===== src/rtl/serial_adder.sv =====
// Bit-serial adder: one full_adder slice plus a carry flip-flop, fed LSB-first
// from operand shift registers, with valid/ready handshakes on both sides.

// Single-bit full adder evaluated once per clock by the serial stage.
module full_adder (
    input  logic a,
    input  logic b,
    input  logic carry_in,
    output logic sum,
    output logic carry_out
);

    assign sum       = a ^ b ^ carry_in;
    assign carry_out = (a & b) | (a & carry_in) | (b & carry_in);

endmodule

// Sequential wrapper that streams WIDTH operand bits through full_adder.
module serial_adder #(
    parameter int WIDTH = 8
) (
    input  logic             clk,
    input  logic             rst,
    input  logic             in_valid,
    output logic             in_ready,
    input  logic [WIDTH-1:0] a,
    input  logic [WIDTH-1:0] b,
    input  logic             carry_in,
    output logic             out_valid,
    input  logic             out_ready,
    output logic [WIDTH-1:0] sum,
    output logic             carry_out,
    output logic             busy
);

    // Counter needs at least one bit so WIDTH=1 still elaborates.
    localparam int CW = (WIDTH > 1) ? $clog2(WIDTH) : 1;

    typedef enum logic [1:0] {
        IDLE,
        RUN,
        DONE
    } state_t;

    state_t          state;
    logic [WIDTH-1:0] sa;
    logic [WIDTH-1:0] sb;
    logic [WIDTH-1:0] result;
    logic [WIDTH-1:0] result_next;
    logic             carry;
    logic [CW-1:0]    count;
    logic             fa_sum;
    logic             fa_carry;

    full_adder u_full_adder (
        .a         (sa[0]),
        .b         (sb[0]),
        .carry_in  (carry),
        .sum       (fa_sum),
        .carry_out (fa_carry)
    );

    assign in_ready = (state == IDLE);
    assign busy     = (state != IDLE);

    // Next result word: shift right and drop the new sum bit into the MSB.
    // NOTE: assign a default before any partial overwrite so always_comb never infers a latch.
    always_comb begin
        result_next            = result >> 1;
        result_next[WIDTH-1]   = fa_sum;
    end

    // Handshake FSM, operand/result shifting and registered outputs.
    // NOTE: sequential state uses non-blocking assignments so every register samples pre-edge values.
    always_ff @(posedge clk or posedge rst) begin
        if (rst) begin
            state     <= IDLE;
            sa        <= '0;
            sb        <= '0;
            result    <= '0;
            carry     <= 1'b0;
            count     <= '0;
            sum       <= '0;
            carry_out <= 1'b0;
            out_valid <= 1'b0;
        end else begin
            case (state)
                IDLE: begin
                    if (in_valid) begin
                        sa    <= a;
                        sb    <= b;
                        carry <= carry_in;
                        count <= '0;
                        state <= RUN;
                    end
                end
                RUN: begin
                    sa     <= sa >> 1;
                    sb     <= sb >> 1;
                    result <= result_next;
                    carry  <= fa_carry;
                    count  <= count + CW'(1);
                    if (count == CW'(WIDTH - 1)) begin
                        sum       <= result_next;
                        carry_out <= fa_carry;
                        out_valid <= 1'b1;
                        state     <= DONE;
                    end
                end
                DONE: begin
                    if (out_ready) begin
                        out_valid <= 1'b0;
                        state     <= IDLE;
                    end
                end
                default: begin
                    state     <= IDLE;
                    out_valid <= 1'b0;
                end
            endcase
        end
    end

endmodule

===== config.mk =====
export PLATFORM = sky130hd
export DESIGN_NAME = serial_adder
export DESIGN_NICKNAME = d
export VERILOG_FILES = /design/src/rtl/serial_adder.sv
export SDC_FILE = /design/constraint.sdc
export NUM_CORES = 1
export LEC_CHECK = 0
export ABC_AREA = 0
export CORE_MARGIN = 3
export CORE_UTILIZATION = 30
export DETAILED_ROUTE_END_ITERATION = 16
export PLACE_DENSITY = 0.47
export SYNTH_ARGS = -nofsm -noshare
export SYNTH_HDL_FRONTEND = slang
export SYNTH_SLANG_ARGS = --single-unit

===== constraint.sdc =====
create_clock -name clk -period 1.7 [get_ports clk]
set_clock_uncertainty 0.05 [all_clocks]
set_input_delay 0.34 -clock clk [delete_from_list [all_inputs] [get_ports clk]]
set_output_delay 0.34 -clock clk [all_outputs]
set_load 0.005 [all_outputs]

==> out/qor.txt <==
die span in x -> 84.49 um
Slew Viols, Final -> 0
Rows -> 27
hold buffer count at cts -> 0
Mapped Cells -> 150
largest net degree at the start of global routing -> 40
gp weighted congestion -> 0.7718
vias per cell -> 4.896
worst hold margin -> 363.3 ps
Clk Latency, worst-skew pair -> 290 ps
H-tree levels -> 2
Post-Route WL -> 3723 um
CP Data Required Time -> 1820 ps
RSZ-0062 raised after global routing -> false
Commonest cells post-synth -> dfrtp_1, inv_1, mux2_2
Starting Density -> 32.18%
max frequency -> 0.6218 GHz
area leader, netlist -> dfrtp_1
Max FO, Critical Path -> 17
Placed Cells -> 251
Routed Antenna Nets -> 0
Root Buffer -> clkbuf_8
Yosys top cell area share -> 52.81%
# Max-Cap Violations -> 0
Clock Pin Slew Worst Setup and Hold Paths -> 80 ps
Fin Setup TNS -> 0 ps
CTS tree -> done
Slew @ Worst Pin -> 371.6 ps
Tcrit/Tclk final -> 94.60%
vias in the first global route -> 1336
Die ar. -> 7138 sq um
layout cell share with drive strength beyond 1 -> 21.39%
Worst Setup End Kind -> register
CP Class -> reg -> reg
Syn-to-layout area delta -> 28.64%
DP Wirelength -> 2555 um
crit path time final -> 1608 ps
asr flop ratio synth -> 100.0%
Final setup viols -> 0
Synth area leaders -> dfrtp_1, mux2_2, nor4b_1
TritonCTS buffer count -> 5
count leader, synth -> dfrtp_1
die height -> 84.49 um
Mapped Nets -> 174
HP Class -> in -> async
# Post-CTS Setup Buffers -> 0
final net count -> 210
vias -> 1268
R2R cell count -> 3
Top FF cell, synth -> dfrtp_1
Pre-Repair DR Iteration Count -> 4
Cell Pwr Density -> 1735 nW/um^2
initial DRC count -> 83
I/O Pins -> 33
Final Hold Viols -> 0
leakage -> 1.016 nW
global-route wire length before repair -> 6423 um
Avg Cell Area, Syn -> 12.32 sq um
core area -> 5743 sq um
number of flops mapped to enable cells by yosys -> 0
# diodes -> 0
Synth warnings -> 0
status -> completed
DR WL/cell -> 14.37 um
grt ovf -> 0
antenna violations before repair -> 0
worst-case clock buffer depth -> 2
PortBufs -> 32
Seq cells post-synth -> 39
Gates resized, CTS repair -> 4
Rel. slew slack -> 75.17%
non-filler cells, final -> 259
sequential-to-total area share from yosys stat -> 52.81%
Synth cell types -> 28
Tot GR Track Use -> 11.22%
crit path launch type -> register
worst path arrival time -> 1730 ps
mapped cell area -> 1848 sq um
drt drc -> 0
total clock sinks -> 39
IR drop worst, VDD -> 0.0006209 V
==> final cells by class <==
type	count	area, sq um
fillers	553	3366
flip-flops and latches	39	975.9
multi-input cells	80	724.4
repair buffers	41	397.9
well taps	72	90.09
clock buffers	6	82.58
inverters	19	71.32
clock inverters	2	35.03
==> stage by stage <==
step	util [%]	total power [W]	setup WS, ps	area [sq um]
after floorplan	-	0.002780	271.5	1848
after global placement	39.26	0.003320	93.30	2255
after detailed placement	39.26	0.003380	17.87	2255
after CTS	41.39	0.004192	72.46	2377
after global routing	41.39	0.004464	27.33	2377
final	41.39	0.004123	91.79	2377
==> power by group <==
part / total (W) / internal [W] / switching [W]
Clock: 0.000793 / 0.000475 / 0.000318
Combinational: 0.00171 / 0.000970 / 0.000736
Sequential: 0.00162 / 0.00138 / 0.000245
==> critical path: stages, from the launching register on <==
cell and delay, ps:
dfrtp_1 390, buf_4 260, nor2b_4 410, mux2_2 380
==> routing by layer <==
layer,track usage [%],wire length [um],vias to the layer above
met3,3.337,172,5
li1,-,-,607
met1,14.94,1772,625
met5,0,0,-
met2,17.65,1732,31
met4,3.309,45,0
==> logic make-up after synthesis <==
kind of cell	after synthesis	share of synthesized area [%]
flip-flops	39	52.81
AND/OR/NAND/NOR	36	14.15
buffers and inverters	31	8.395
AO/OA/AOI/OAI	24	11.85
multiplexers	17	10.36
adder cells (fa/ha/maj)	3	2.437
==> state kept, by name (all words and copies together) (netlist names) <==
| signal | flops |
|---|---|
| sa | 8 |
| state | 2 |
| result | 7 |
| out_valid | 1 |
| count | 3 |
| carry_out | 1 |
| carry | 1 |
| sb | 8 |
| sum | 8 |
==> path summary, 6_finish.rpt <==
path / start / endpoint / slack [ps]
min in group clk: sum[1] / sum[1] / 460
worst min register to register: sum[1] / sum[1] / 460
worst max-delay path: state[0] / result[1] / 90
worst min-delay path: rst / sum[3] / 360
max in group asynchronous: rst / out_valid / 1030
worst max register to register: state[0] / result[1] / 90
==> placed cells by master, fill, tap and decap left out, drive strengths merged, types with 3 or more instances in the layout <==
cell           synthesis  layout
buf                   11       9
a22o                   3       3
a221oi                10      10
mux2                  17      17
nor4b                 13      13
clkbuf                 1       6
dfrtp                 39      39
nor3b                  3       3
a211oi                 3       3
inv                   19      19
clkdlybuf4s50          0      30
nor2                  12      12
nor2b                  3       3
Note: power is estimated with default switching activity, not from simulation.
